<file path="config.mk">
export PLATFORM = sky130hd
export DESIGN_NAME = res_reader
export DESIGN_NICKNAME = d
export VERILOG_FILES = /design/src/rtl/res_reader.sv
export SDC_FILE = /design/constraint.sdc
export NUM_CORES = 2
export LEC_CHECK = 0
export CORE_AREA = 2 2 664 666
export CTS_CLUSTER_DIAMETER = 80
export DETAILED_ROUTE_END_ITERATION = 10
export DIE_AREA = 0 0 666 668
export HOLD_SLACK_MARGIN = 0.1
export PLACE_DENSITY = 0.41
export SYNTH_ARGS = -nofsm -noshare
export SYNTH_HDL_FRONTEND = slang
export SYNTH_SLANG_ARGS = --single-unit
</file>
<file path="constraint.sdc">
create_clock -name clk -period 17.9 [get_ports clk]
set_clock_uncertainty 0.1 [all_clocks]
set_input_delay 2.685 -clock clk [delete_from_list [all_inputs] [get_ports clk]]
set_output_delay 2.685 -clock clk [all_outputs]
set_load 0.02 [all_outputs]
</file>
<file path="src/rtl/res_reader.sv">
// Result SRAM drain: reads one ping/pong bank group row by row and streams 512-bit rows through a credit-limited FWFT FIFO.
// Optional macro RES_RD_STALL_CNT_EN adds a saturating downstream-stall counter output (stall_cnt).
module res_reader #(
  parameter int RD_LAT     = 1,
  parameter int FIFO_DEPTH = 4,
  parameter int BANK_DEPTH = 2048
) (
  input  logic         clk,
  input  logic         rst_n,
  input  logic         start,
  input  logic         rd_req,
  input  logic         rd_bank,
  input  logic [11:0]  rd_len,
  output logic         rce0,
  output logic         rce1,
  output logic         rce2,
  output logic         rce3,
  output logic         rce4,
  output logic         rce5,
  output logic         rce6,
  output logic         rce7,
  output logic [14:0]  rraddr0,
  output logic [14:0]  rraddr1,
  output logic [14:0]  rraddr2,
  output logic [14:0]  rraddr3,
  output logic [14:0]  rraddr4,
  output logic [14:0]  rraddr5,
  output logic [14:0]  rraddr6,
  output logic [14:0]  rraddr7,
  input  logic [127:0] rrdata0,
  input  logic [127:0] rrdata1,
  input  logic [127:0] rrdata2,
  input  logic [127:0] rrdata3,
  input  logic [127:0] rrdata4,
  input  logic [127:0] rrdata5,
  input  logic [127:0] rrdata6,
  input  logic [127:0] rrdata7,
  output logic [511:0] out_data,
  output logic         out_valid,
  input  logic         out_ready,
  output logic         busy,
  output logic         done
`ifdef RES_RD_STALL_CNT_EN
  ,
  output logic [31:0]  stall_cnt
`endif
);

  localparam int PW = $clog2(FIFO_DEPTH);
  localparam int CW = PW + 1;

  typedef enum logic [1:0] {S_IDLE, S_READ, S_DRAIN} state_t;

  state_t             r_state;
  logic               r_bank;
  logic [11:0]        r_len;
  logic [11:0]        r_issued;
  logic [11:0]        r_popped;
  logic [RD_LAT-1:0]  r_pipe_p0;
  logic               r_rce_ping;
  logic               r_rce_pong;
  logic [14:0]        r_addr_ping;
  logic [14:0]        r_addr_pong;
  logic               r_done;
  logic               r_busy;
  logic [511:0]       r_mem [FIFO_DEPTH];
  logic [PW-1:0]      r_wr_ptr;
  logic [PW-1:0]      r_rd_ptr;
  logic [CW-1:0]      r_count;

  logic [CW-1:0]      w_inflight;
  logic [CW:0]        w_credit_used;
  logic               w_issue;
  logic               w_push;
  logic               w_pop;
  logic               w_last_pop;
  logic [11:0]        w_len;
  logic [511:0]       w_push_data;

  always_comb begin
    w_inflight = '0;
    for (int i = 0; i < RD_LAT; i++) begin
      w_inflight = w_inflight + {{(CW-1){1'b0}}, r_pipe_p0[i]};
    end
  end

  // Credits count both buffered rows and reads still in the SRAM pipe, so a push never finds the FIFO full.
  assign w_credit_used = {1'b0, r_count} + {1'b0, w_inflight};
  assign w_issue       = (r_state == S_READ) && (r_issued < r_len) &&
                         (w_credit_used < (CW+1)'(FIFO_DEPTH));
  assign w_push        = r_pipe_p0[RD_LAT-1];
  assign w_pop         = out_valid && out_ready;
  assign w_last_pop    = w_pop && ((r_popped + 12'd1) == r_len);
  assign w_len         = (rd_len > 12'(BANK_DEPTH)) ? 12'(BANK_DEPTH) : rd_len;
  assign w_push_data   = r_bank ? {rrdata7, rrdata6, rrdata5, rrdata4}
                                : {rrdata3, rrdata2, rrdata1, rrdata0};

  always_ff @(posedge clk or negedge rst_n) begin
    if (!rst_n) begin
      r_state     <= S_IDLE;
      r_bank      <= 1'b0;
      r_len       <= '0;
      r_issued    <= '0;
      r_popped    <= '0;
      r_pipe_p0   <= '0;
      r_rce_ping  <= 1'b0;
      r_rce_pong  <= 1'b0;
      r_addr_ping <= '0;
      r_addr_pong <= '0;
      r_done      <= 1'b0;
      r_busy      <= 1'b0;
      r_wr_ptr    <= '0;
      r_rd_ptr    <= '0;
      r_count     <= '0;
    end else if (start) begin
      r_state    <= S_IDLE;
      r_issued   <= '0;
      r_popped   <= '0;
      r_pipe_p0  <= '0;
      r_rce_ping <= 1'b0;
      r_rce_pong <= 1'b0;
      r_done     <= 1'b0;
      r_busy     <= 1'b0;
      r_wr_ptr   <= '0;
      r_rd_ptr   <= '0;
      r_count    <= '0;
    end else begin
      r_done     <= 1'b0;
      r_rce_ping <= 1'b0;
      r_rce_pong <= 1'b0;
      r_pipe_p0[0] <= w_issue;
      for (int i = 1; i < RD_LAT; i++) begin
        r_pipe_p0[i] <= r_pipe_p0[i-1];
      end
      if (w_push) r_wr_ptr <= r_wr_ptr + 1'b1;
      if (w_pop)  r_rd_ptr <= r_rd_ptr + 1'b1;
      case ({w_push, w_pop})
        2'b10:   r_count <= r_count + 1'b1;
        2'b01:   r_count <= r_count - 1'b1;
        default: r_count <= r_count;
      endcase
      case (r_state)
        S_IDLE: begin
          if (rd_req) begin
            r_bank   <= rd_bank;
            r_len    <= w_len;
            r_issued <= '0;
            r_popped <= '0;
            if (w_len == 12'd0) begin
              r_done <= 1'b1;
            end else begin
              r_state <= S_READ;
              r_busy  <= 1'b1;
            end
          end
        end
        S_READ: begin
          if (w_issue) begin
            if (r_bank) begin
              r_rce_pong  <= 1'b1;
              r_addr_pong <= {r_issued[10:0], 4'b0000};
            end else begin
              r_rce_ping  <= 1'b1;
              r_addr_ping <= {r_issued[10:0], 4'b0000};
            end
            r_issued <= r_issued + 12'd1;
            if ((r_issued + 12'd1) == r_len) r_state <= S_DRAIN;
          end
          if (w_pop) r_popped <= r_popped + 12'd1;
        end
        S_DRAIN: begin
          if (w_pop) r_popped <= r_popped + 12'd1;
          if (w_last_pop) begin
            r_done  <= 1'b1;
            r_busy  <= 1'b0;
            r_state <= S_IDLE;
          end
        end
        default: r_state <= S_IDLE;
      endcase
    end
  end

  // Row storage carries no reset; pointers and count alone define what is valid.
  always_ff @(posedge clk) begin
    if (w_push) r_mem[r_wr_ptr] <= w_push_data;
  end

`ifdef RES_RD_STALL_CNT_EN
  logic [31:0] r_stall_cnt;

  always_ff @(posedge clk or negedge rst_n) begin
    if (!rst_n) begin
      r_stall_cnt <= '0;
    end else if (start || ((r_state == S_IDLE) && rd_req)) begin
      r_stall_cnt <= '0;
    end else if (out_valid && !out_ready && (r_stall_cnt != 32'hFFFF_FFFF)) begin
      r_stall_cnt <= r_stall_cnt + 32'd1;
    end
  end

  assign stall_cnt = r_stall_cnt;
`endif

  assign out_valid = (r_count != '0);
  assign out_data  = out_valid ? r_mem[r_rd_ptr] : '0;
  assign busy      = r_busy;
  assign done      = r_done;

  assign rce0 = r_rce_ping;
  assign rce1 = r_rce_ping;
  assign rce2 = r_rce_ping;
  assign rce3 = r_rce_ping;
  assign rce4 = r_rce_pong;
  assign rce5 = r_rce_pong;
  assign rce6 = r_rce_pong;
  assign rce7 = r_rce_pong;

  assign rraddr0 = r_addr_ping;
  assign rraddr1 = r_addr_ping;
  assign rraddr2 = r_addr_ping;
  assign rraddr3 = r_addr_ping;
  assign rraddr4 = r_addr_pong;
  assign rraddr5 = r_addr_pong;
  assign rraddr6 = r_addr_pong;
  assign rraddr7 = r_addr_pong;

endmodule

</file>
==> impl_metrics.yaml <==
outcome:
  status: "completed"
logic_synthesis:
  synthTopCellsByArea: "edfxtp_1 70%, mux4_2 13%, mux2_2 6.8%"
  syn_area_sq_um: 88100
  ys_ff_latch: 2121
  yosysMostFrequentCell: "edfxtp_1"
  avgSynthCellArea_sq_um: 20.1
  ys.flop_type: "edfxtp_1"
  yosysSeqAreaShare_pct: 71.9
  synth_common_cells: "2048 x edfxtp_1, 536 x mux2_2, 519 x and2_1"
  synth_edf_count: 2048
  async_reset_ff_share_pct: 3.44
  yosys_warnings: 0
  netlist.area_leader.share_pct: 69.8
  synth.distinct_cells: 59
  synth_cells: 4386
  synth_top_cell_by_area: "edfxtp_1"
place:
  portBuffers: 1652
  place_ws_ns: 9.67
  placed_cells: 11500
  routabilityCongestion: 0.878
  dpl.hpwl_um: 236000
routing:
  dr.pass1.iters: 6
  viasPerCell: 4.08
  met3_length_um: 22500
  drtIter0Drc: 3363
  routed.top_layer: "met5"
  wirelength_um: 330000
  num_vias: 49100
  drcViolationCount: 0
  wl_per_cell_um: 27.4
  ant_nets: 0
  route.met2.wl_um: 170000
  wl_met1_um: 129000
worst_setup_path:
  r2r-end: "r_mem[0][375]$_DFFE_PP_"
  crit_type: "flip-flop to output port"
  cp_data_arrival_time_ns: 6.03
  critPathLaunchType: "flip-flop"
  max_stage_delay_ns: 0.82
  r2r_start: "r_pipe_p0$_DFF_PN0_"
  crit_buf_inv: 5
  crit_slowest_cell: "dfrtp_4"
  cp-end-kind: "output port"
  critPathTopFamily: "buffers and inverters"
  crit_path_frequent_cell: "buf_4"
  regToRegSetupSlack_ns: 12.20
  crit_chain: "buf_4, buf_4, buf_4, buf_4, mux4_2, and2_1, clkdlybuf4s50_1"
  crit_path_start: "r_rd_ptr[0]$_DFFE_PN0P_"
  critical_path.max_fanout: 40
  required_ns: 15.11
  reg2reg_depth: 6
floorplan:
  die-area_sq_um: 445000
  die_w_um: 666
  initial_core_util_pct: 20.2
  fp.dieH_um: 668
  rows: 243
  pin_count: 1685
  coreArea_sq_um: 437000
sta:
  setup_viol: 0
  slew_viol_final: 0
  slew_headroom_pct: 5.88
  layout_setup_ws_ns: 9.09
  rsz0062_at_grt: "no"
  finalCritPeriodShare_pct: 49.2
  worst_pin_slew_ns: 1.41
  max_clock_freq_mhz: 113
  hold_violations: 0
  finalSetupTns_ns: 0
  period_needed_ns: 8.81
clock_network:
  tritoncts: "built"
  clockBufferDepth: 4
  clkTransAtPathRegs_ns: 0.05
  cts.repair.resized: 0
  cts-hold-fix-buffers: 0
  cts.htree.levels: 5
  clock-sinks: 2121
  cts_root_buf: "clkbuf_16"
  insertion_delay_ns: 0.86
  cts_made_buffers: 264
  cts_post_setup_buffers_inserted: 0
cells_and_area:
  fill_cells: 43800
  instances_no_fill: 12000
  final_core_util_pct: 27.3
  nets: 7105
  area_growth_pct: 35.2
  drive_above_1_share_pct: 23.8
hold_path:
  min_path_cells: 1
  min_from: "r_popped[11]$_DFFE_PN0P_"
  hold-path-endpoint: "r_popped[11]$_DFFE_PN0P_"
  min_path_type: "flip-flop to flip-flop"
job:
  maxCapViolations: 0
grt:
  grt_antenna_before_repair: 178
  grt_pass1_wl_um: 439000
  grt_pass1_vias: 51500
  grt_max_degree: 129
  grt_use_total_pct: 14.2
  grt-ovfl-total: 0
power_and_ir_drop:
  vdd_drop_max_v: 0.000110
  leakage_nw: 37.1
  p_per_area_nw_per_um2: 157
## power breakdown
| part | leakage [nW] | total (mW) | internal (mW) | switching, mW |
|---|---|---|---|---|
| registers | 19.5 | 6.43 | 6.26 | 0.169 |
| clock network | 3.97 | 5.06 | 2.96 | 2.10 |
| logic | 13.7 | 7.22 | 3.08 | 4.15 |
## metrics by stage
stage | area [sq um] | hold WS (ns) | total power, mW
final | 119000 | 0.401 | 18.7
after global routing | 119000 | 0.457 | 19.5
after CTS | 119000 | 0.405 | 19.1
after detailed placement | 111000 | 0.396 | 14.0
after global placement | 111000 | 0.404 | 13.9
after floorplan | 88200 | 0.371 | 10.5
## state kept, by name, indices dropped and copies added (netlist names)
signal and cells:
busy 1, done 1, r_bank 1, r_count 3, r_issued 12, r_len 12, r_mem 2048, r_pipe_p0 1
r_popped 12, r_rd_ptr 2, r_state 2, r_wr_ptr 2, rce0 1, rce4 1, rraddr0 11, rraddr4 11
## cells in the final DEF (no fill, tap or decap), types with 19 or more instances in the layout
cell,n
a21oi_1,25
and2_1,515
buf_12,19
buf_4,44
clkbuf_1,41
clkbuf_16,266
clkdlybuf4s50_1,1651
clkinv_1,64
clkinv_2,33
conb_1,32
dfrtp_1,70
diode_2,39
edfxtp_1,2048
ha_1,23
inv_1,29
mux2_2,536
mux4_2,512
nand2_1,35
nand3_1,19
nor2_1,23
o21ai_0,26
xnor2_1,19
## cell type report
class                      instances  area [sq um]  area share [%]
sequential                      2121         63300            53.1
multi-input combinational       1909         23100            19.4
timing repair buffer            1714         17200            14.5
tap                             5757          7200            6.04
clock buffer                     307          6810            5.71
clock inverter                   150          1320            1.11
inverter                          29           109          0.0913
antenna                           39          97.6          0.0819
## how the worst max path moves through the flow
| stage | slack [ns] | cells past startpoint | end |
|---|---|---|---|
| 3_5_place_dp | 9.67 | 7 | out_data[267] |
| 3_3_place_gp | 9.68 | 7 | out_data[415] |
| 6_report | 9.09 | 7 | out_data[424] |
| 2_1_floorplan | 4.65 | 2 | r_mem[2][0]$_DFFE_PP_ |
| 5_1_grt | 8.44 | 7 | out_data[427] |
| 4_1_cts | 8.66 | 7 | out_data[267] |
## kinds of logic (layout without fill, tap and decap cells)
kind of cell	count (synthesis)	in the layout	share of synthesized area, %
and+or+nand+nor	658	658	4.50
other	1	71	0.00426
adders and majority gates	24	24	0.349
DFF	2121	2121	71.9
xor gates and xnor gates	29	29	0.304
muxes	1054	1054	20.0
AOI/OAI and AO/OA	112	112	0.872
buffers and inverters	387	2200	2.11
## metal layers
metal	track usage [%]	vias up
li1	-	20900
met1	16.7	25900
met2	25.4	1695
met3	3.91	566
met4	3.50	84
met5	0	-
No activity file was read; power rests on OpenSTA's default activity.
